==> config.mk <==
export PLATFORM = sky130hd
export DESIGN_NAME = task_sequencer
export DESIGN_NICKNAME = d
export VERILOG_FILES = /design/src/rtl/task_sequencer.sv
export SDC_FILE = /design/constraint.sdc
export NUM_CORES = 1
export LEC_CHECK = 0
export BUFFER_PORTS_ARGS = -buffer_cell sky130_fd_sc_hd__buf_2
export CORE_MARGIN = 1.5
export CORE_UTILIZATION = 52
export CTS_CLUSTER_SIZE = 12
export DETAILED_ROUTE_END_ITERATION = 10
export PLACE_DENSITY = 0.77
export REMOVE_ABC_BUFFERS = 1
export SETUP_SLACK_MARGIN = 0.3
export SLEW_MARGIN = 30
export SYNTH_ARGS = -nofsm -noshare
export SYNTH_HDL_FRONTEND = slang
export SYNTH_SLANG_ARGS = --single-unit
==> constraint.sdc <==
create_clock -name CLOCK -period 1.8 [get_ports CLOCK]
set_clock_uncertainty 0.15 [all_clocks]
set_input_delay 0 -clock CLOCK [delete_from_list [all_inputs] [get_ports CLOCK]]
set_output_delay 0 -clock CLOCK [all_outputs]
set_load 0.03 [all_outputs]
==> src/rtl/task_sequencer.sv <==
`default_nettype none
// ============================================================================
// Module   : task_sequencer
// Purpose  : Debounced next/prev task selector that drives the 3-bit mux flag.
//            Optional auto-cycling is built when AUTO_CYCLE_EN is defined.
// Revision : 1.0 - initial release
// ============================================================================
module task_sequencer #(
   parameter int NUM_TASKS       = 5,
   parameter int DEBOUNCE_CYCLES = 100000,
   parameter int AUTO_PERIOD     = 200000000
) (
   input  logic       CLOCK,
   input  logic       RESET_N,
   input  logic       btn_next,
   input  logic       btn_prev,
   input  logic       sw_lock,
   input  logic       sw_auto,
   output logic [2:0] flag,
   output logic       flag_changed,
   output logic       busy
);

   localparam int         c_CNT_W     = $clog2(DEBOUNCE_CYCLES);
   localparam [c_CNT_W-1:0] c_DB_LAST = c_CNT_W'(DEBOUNCE_CYCLES - 1);
   localparam [2:0]       c_LAST_TASK = 3'(NUM_TASKS - 1);

   localparam [1:0] c_IDLE         = 2'd0;
   localparam [1:0] c_DEBOUNCE     = 2'd1;
   localparam [1:0] c_COMMIT       = 2'd2;
   localparam [1:0] c_WAIT_RELEASE = 2'd3;

   logic [1:0]         r_state, w_state_next;
   logic               r_sn_meta, r_sn, r_sp_meta, r_sp;
   logic               r_dir, w_dir_next;       // 1 = next, 0 = prev
   logic [c_CNT_W-1:0] r_cnt, w_cnt_next;
   logic               w_own, w_other, w_step, w_auto_step, w_pulse;
   logic [2:0]         w_flag_inc, w_flag_dec, w_flag_next;

   always_ff @(posedge CLOCK or negedge RESET_N) begin
      if (!RESET_N) begin
         r_sn_meta <= 1'b0;
         r_sn      <= 1'b0;
         r_sp_meta <= 1'b0;
         r_sp      <= 1'b0;
      end else begin
         r_sn_meta <= btn_next;
         r_sn      <= r_sn_meta;
         r_sp_meta <= btn_prev;
         r_sp      <= r_sp_meta;
      end
   end

   always_ff @(posedge CLOCK or negedge RESET_N) begin
      if (!RESET_N) r_state <= c_IDLE;
      else          r_state <= w_state_next;
   end

   assign w_own   = r_dir ? r_sn : r_sp;
   assign w_other = r_dir ? r_sp : r_sn;

   always_comb begin
      w_state_next = r_state;
      case (r_state)
         c_IDLE:         if (r_sn ^ r_sp) w_state_next = c_DEBOUNCE;
         c_DEBOUNCE: begin
            if (!w_own || w_other)    w_state_next = c_IDLE;
            else if (r_cnt == c_DB_LAST) w_state_next = c_COMMIT;
         end
         c_COMMIT:       w_state_next = c_WAIT_RELEASE;
         default:        if (!(r_sn | r_sp) && (r_cnt == c_DB_LAST)) w_state_next = c_IDLE;
      endcase
   end

   always_comb begin
      w_cnt_next = r_cnt;
      w_dir_next = r_dir;
      case (r_state)
         c_IDLE: begin
            w_cnt_next = '0;
            if (r_sn ^ r_sp) w_dir_next = r_sn;
         end
         c_DEBOUNCE:
            w_cnt_next = (w_state_next == c_DEBOUNCE) ? r_cnt + 1'b1 : '0;
         c_COMMIT:
            w_cnt_next = '0;
         default:
            w_cnt_next = ((r_sn | r_sp) || (r_cnt == c_DB_LAST)) ? '0 : r_cnt + 1'b1;
      endcase
   end

   assign busy       = (r_state != c_IDLE);
   assign w_step     = (r_state == c_COMMIT) && !sw_lock;
   assign w_flag_inc = (flag == c_LAST_TASK) ? 3'd0 : flag + 3'd1;
   assign w_flag_dec = (flag == 3'd0) ? c_LAST_TASK : flag - 3'd1;

`ifdef AUTO_CYCLE_EN
   localparam int           c_AUTO_W    = $clog2(AUTO_PERIOD);
   localparam [c_AUTO_W-1:0] c_AUTO_LAST = c_AUTO_W'(AUTO_PERIOD - 1);

   logic [c_AUTO_W-1:0] r_auto_cnt;
   logic                w_auto_run;

   assign w_auto_run  = (r_state == c_IDLE) && sw_auto && !sw_lock;
   assign w_auto_step = w_auto_run && (r_auto_cnt == c_AUTO_LAST);

   // Counter restarts whenever the FSM leaves IDLE, so a press resets the period.
   always_ff @(posedge CLOCK or negedge RESET_N) begin
      if (!RESET_N)
         r_auto_cnt <= '0;
      else if (!w_auto_run || w_auto_step || (w_state_next != c_IDLE))
         r_auto_cnt <= '0;
      else
         r_auto_cnt <= r_auto_cnt + 1'b1;
   end
`else
   localparam int c_unused_auto_period = AUTO_PERIOD;
   logic          w_unused_auto;

   assign w_unused_auto = sw_auto;
   assign w_auto_step   = 1'b0;
`endif

   always_comb begin
      w_flag_next = flag;
      w_pulse     = 1'b0;
      if (w_step) begin
         w_flag_next = r_dir ? w_flag_inc : w_flag_dec;
         w_pulse     = 1'b1;
      end else if (w_auto_step) begin
         w_flag_next = w_flag_inc;
         w_pulse     = 1'b1;
      end
   end

   always_ff @(posedge CLOCK or negedge RESET_N) begin
      if (!RESET_N) begin
         r_cnt        <= '0;
         r_dir        <= 1'b0;
         flag         <= 3'd0;
         flag_changed <= 1'b0;
      end else begin
         r_cnt        <= w_cnt_next;
         r_dir        <= w_dir_next;
         flag         <= w_flag_next;
         flag_changed <= w_pulse;
      end
   end

endmodule
`default_nettype wire

==> results.txt <==
----------------------------------------------------
[Run status]
  Status ... complete, no violations

[Critical path]
  Worst setup SP type ... flip-flop
  Worst Path Arrival ... between 1.5 and 2 ns
  Maximum fanout encountered on the critical timing path ... 8
  Type of the worst setup path ... reg -> reg
  Type of element capturing the critical path ... flip-flop
  Required time at the worst-slack endpoint ... ~1.9 ns

[Clock tree]
  H-tree levels ... 1
  Clk sinks ... 28
  Clock tree from TritonCTS ... done
  Register clock-pin slew on the reported worst setup and hold paths ... roughly 0.15 ns
  Worst-case clock buffer depth ... 2
  Root buffer cell ... sky130_fd_sc_hd__clkbuf_4
  Clk Latency, worst-skew pair ... about 0.33 ns
  Total CTS buffers ... 3

[Drt]
  Post-detailed-route via-to-cell ratio ... 5.83
  Remaining number of nets flagged by the antenna check after routing ... 0
  Number of DRC markers in iteration 0 ... 56
  Final routed wire length divided by cell count ... around 17 µm
  Total vias in the final route ... between 1,000 and 1,500
  DRC errors left ... 0
  Post-Route WL ... roughly 3500 µm
  Pre-antenna DRT Iters ... 4

[Die]
  Starting density of the core ... between 50% and 60%
  Die outline height ... 55.8 µm
  Number of placement rows ... 18
  Die area ... slightly above 3000 µm²
  Floorplan die width ... ~56 µm
  Placeable core region ... about 2500 µm²
  Top-Level Pins ... 11

[Job]
  Number of max-capacitance violations reported ... 0

[Power]
  Part of the total power dissipated in sequential elements ... between 50% and 60%
  Switching Fraction ... between 20 and 30%
  Maximum vdd ir drop ... about 640 µV
  Static Leak ... about 0.00085 µW
  Share of power burned in combinational logic ... between 20% and 30%
  Pwr Density ... between 600 and 700 nW/µm²
  Clock network fraction of total power ... 21.0%
  Switching power ... between 300 and 400 µW
  Total power after layout ... 1230 µW
  Internal power component ... slightly below 900 µW

[GRT]
  Overall track demand over capacity in global routing ... about 24%
  Wire length of the first global-routing pass ... 5840 µm
  Initial antenna violation count ... 0
  Total gr overflow ... 0
  Pin count of the biggest net entering global routing ... 29
  Vias in the first global route ... between 1,000 and 1,500

[Placed design]
  Worst Setup Slack post-DPL ... 0.0630 ns
  Number of input and output port buffers inserted ... 9
  HPWL Detailed ... around 1900 µm
  Global placement routability congestion ... roughly 0.77

[Hold path]
  HP Class ... in -> async

[Timing]
  Unrepaired setup endpoints after global routing ... true
  Number of hold violations in the final report ... 0
  Fraction of the cycle the final worst path needs ... 95.5%
  Max Freq ... a little under 600 MHz
  Final Max Slew Viols ... 0
  Final WS setup ... ~0.08 ns
  Min Clock Period, post-route ... about 1.7 ns
  Worst slew pin tran ... ~0.63 ns
  # setup viols final ... 0
  Final-layout setup total negative slack ... 0 ns
  Worst rel slew slack ... 57.8%

[Finish]
  Number of fill cells ... 164
  Layout overhead on the synthesized area ... 37.9%
  FF/Latch Area ... approximately 700 µm²
  Fraction of layout instances using a drive strength above 1 ... between 40 and 50%
  Multi-input gate area ... about 890 µm²
  Antenna fix cells ... 0
  Number of nets in the final layout ... 186

[Synth]
  Area of the mapped netlist ... around 1400 µm²
  Synthesis warning total ... 0
  Cell variety after synth ... 30
  Cell count after synthesis ... between 100 and 150
  Share of the yosys chip area belonging to registers ... 48.4%
  Synthesis-stage register bit count ... 28
  Average cell area after synthesis ... between 10 and 15 µm²

----------------------------------------------------
-- Yosys cell counts --
cell                        n  area [µm²]
sky130_fd_sc_hd__a21oi_4    1        16.3
sky130_fd_sc_hd__a22o_1     1        8.76
sky130_fd_sc_hd__and2_1     1        6.26
sky130_fd_sc_hd__and4_1     2        17.5
sky130_fd_sc_hd__buf_6      2        22.5
sky130_fd_sc_hd__clkbuf_2   1        5.00
sky130_fd_sc_hd__dfrtp_1   28         701
sky130_fd_sc_hd__ha_1       6        75.1
sky130_fd_sc_hd__inv_1     11        41.3
sky130_fd_sc_hd__mux2i_1    2        20.0
sky130_fd_sc_hd__nand2_1   10        37.5
sky130_fd_sc_hd__nand2b_1   2        12.5
sky130_fd_sc_hd__nand3_1    7        35.0
sky130_fd_sc_hd__nand3b_1   2        15.0
sky130_fd_sc_hd__nand4_1    5        31.3
sky130_fd_sc_hd__nand4_2    1        12.5
sky130_fd_sc_hd__nor2_1     9        33.8
sky130_fd_sc_hd__nor2_2     9        56.3
sky130_fd_sc_hd__nor2_4     1        11.3
sky130_fd_sc_hd__nor3_1     3        15.0
sky130_fd_sc_hd__nor3b_2    1        12.5
sky130_fd_sc_hd__nor4_1     7        43.8
sky130_fd_sc_hd__nor4b_1    1        8.76
sky130_fd_sc_hd__o211ai_4   1        21.3
sky130_fd_sc_hd__o21ai_0    6        30.0
sky130_fd_sc_hd__o22ai_1    1        6.26
sky130_fd_sc_hd__o32ai_1    1        8.76
sky130_fd_sc_hd__or3b_4     1        11.3
sky130_fd_sc_hd__xnor2_1   11        96.3
sky130_fd_sc_hd__xor2_1     4        35.0
-- what timing repair did --
item / 4_1_cts / 5_1_grt
pin swaps: 27 / 4
setup buffers: 9 / 1
hold buffers: 4 / 0
endpoints found under the hold margin: 34 / 0
gates cloned: 2 / 0
setup endpoints to repair: 21 / 21
resized for setup: 35 / 12
-- per-stage QoR --
step | hold slack [ns] | cell area, µm² | util [%] | instances
3_5_place_dp | -0.104 | 1580 | 62.2 | 183
6_report | 0.0588 | 2000 | 78.4 | 202
5_1_grt | 0.118 | 2000 | 78.4 | 202
3_3_place_gp | -0.113 | 1580 | 62.2 | 183
4_1_cts | 0.0673 | 1940 | 76.1 | 201
2_1_floorplan | -0.446 | 1420 | - | 135
-- worst paths after layout --
| path | endpoint | from | slack (ns) | cells after the start |
|---|---|---|---|---|
| setup / recovery | r_cnt[6] | r_cnt[6] | 0.08 | 6 |
| hold / removal | r_sp | RESET_N | 0.06 | 2 |
| setup reg to reg | r_cnt[6] | r_cnt[6] | 0.08 | 6 |
| hold reg to reg | r_sn | r_sn_meta | 0.22 | 0 |
| max in group asynchronous | r_cnt[8] | RESET_N | 1.03 | 2 |
| min in group CLOCK | r_sn_meta | btn_next | 0.15 | 2 |
-- final cells by class --
| class | instances | area share, % |
|---|---|---|
| clock buffers | 3 | 1.13 |
| inverters | 11 | 2.07 |
| multi-input cells | 96 | 44.6 |
| flip-flops and latches | 28 | 35.1 |
| well taps | 30 | 1.88 |
| repair buffers | 34 | 15.2 |
-- layer usage --
metal | vias to the layer above | wire length [µm] | GRT usage, %
li1 | 541 | - | -
met1 | 590 | 1280 | 28.0
met2 | 36 | 1980 | 45.6
met3 | 11 | 140 | 3.02
met4 | 0 | 79 | 10.1
met5 | - | 0 | 0
-- state kept, by name, summed over array words and instances (netlist names) --
register / flops
r_state: 2
r_cnt: 17
flag: 3
r_sn_meta: 1
flag_changed: 1
r_dir: 1
r_sn: 1
r_sp_meta: 1
r_sp: 1
-- cell usage in the layout (no fill, tap or decap), types with 2 or more instances in the layout --
cell | Yosys | routed
sky130_fd_sc_hd__dfrtp_1 | 28 | 28
sky130_fd_sc_hd__buf_4 | 0 | 16
sky130_fd_sc_hd__nand2_1 | 10 | 10
sky130_fd_sc_hd__xnor2_1 | 11 | 10
sky130_fd_sc_hd__inv_1 | 11 | 9
sky130_fd_sc_hd__buf_2 | 0 | 9
sky130_fd_sc_hd__nor2_4 | 1 | 8
sky130_fd_sc_hd__nor2_2 | 9 | 6
sky130_fd_sc_hd__nand4_1 | 5 | 5
sky130_fd_sc_hd__nand3_1 | 7 | 5
sky130_fd_sc_hd__nor2_1 | 9 | 5
sky130_fd_sc_hd__nor4_2 | 0 | 4
sky130_fd_sc_hd__xor2_1 | 4 | 4
sky130_fd_sc_hd__o21ai_0 | 6 | 4
sky130_fd_sc_hd__dlygate4sd3_1 | 0 | 4
sky130_fd_sc_hd__clkbuf_4 | 0 | 3
sky130_fd_sc_hd__nand3b_1 | 2 | 2
sky130_fd_sc_hd__nand3_2 | 0 | 2
sky130_fd_sc_hd__nor3_1 | 3 | 2
sky130_fd_sc_hd__nor4_4 | 0 | 2
sky130_fd_sc_hd__inv_2 | 0 | 2
sky130_fd_sc_hd__ha_1 | 6 | 2
sky130_fd_sc_hd__ha_4 | 0 | 2
sky130_fd_sc_hd__ha_2 | 0 | 2
sky130_fd_sc_hd__buf_16 | 0 | 2
sky130_fd_sc_hd__buf_6 | 2 | 2
-- worst max-delay path, stage by stage, from the launching register on --
cell	delay, ns
sky130_fd_sc_hd__dfrtp_1	0.43
sky130_fd_sc_hd__nor4_2	0.34
sky130_fd_sc_hd__nand4_1	0.14
sky130_fd_sc_hd__buf_4	0.18
sky130_fd_sc_hd__o211ai_4	0.15
sky130_fd_sc_hd__buf_16	0.19
sky130_fd_sc_hd__nor2_1	0.04
-- kinds of logic (layout without fill, tap and decap cells) --
kind of cell	Yosys count	in the layout	share of synthesized area, %
simple gates	62	62	24.9
flops	28	28	48.4
xor+xnor	15	15	9.07
buf+inv	14	48	4.75
compound gates	11	11	6.31
fa+ha+maj	6	6	5.19
mux	2	2	1.38
-- power groups by stage --
stage / Clock [µW] / Sequential (µW) / Combinational (µW)
floorplan: 0 / 695 / 105
global placement: 0 / 686 / 187
global route: 280 / 686 / 310
finish: 258 / 682 / 287
detailed placement: 0 / 688 / 195
CTS: 260 / 677 / 278
No activity file was read; power rests on OpenSTA's default activity.
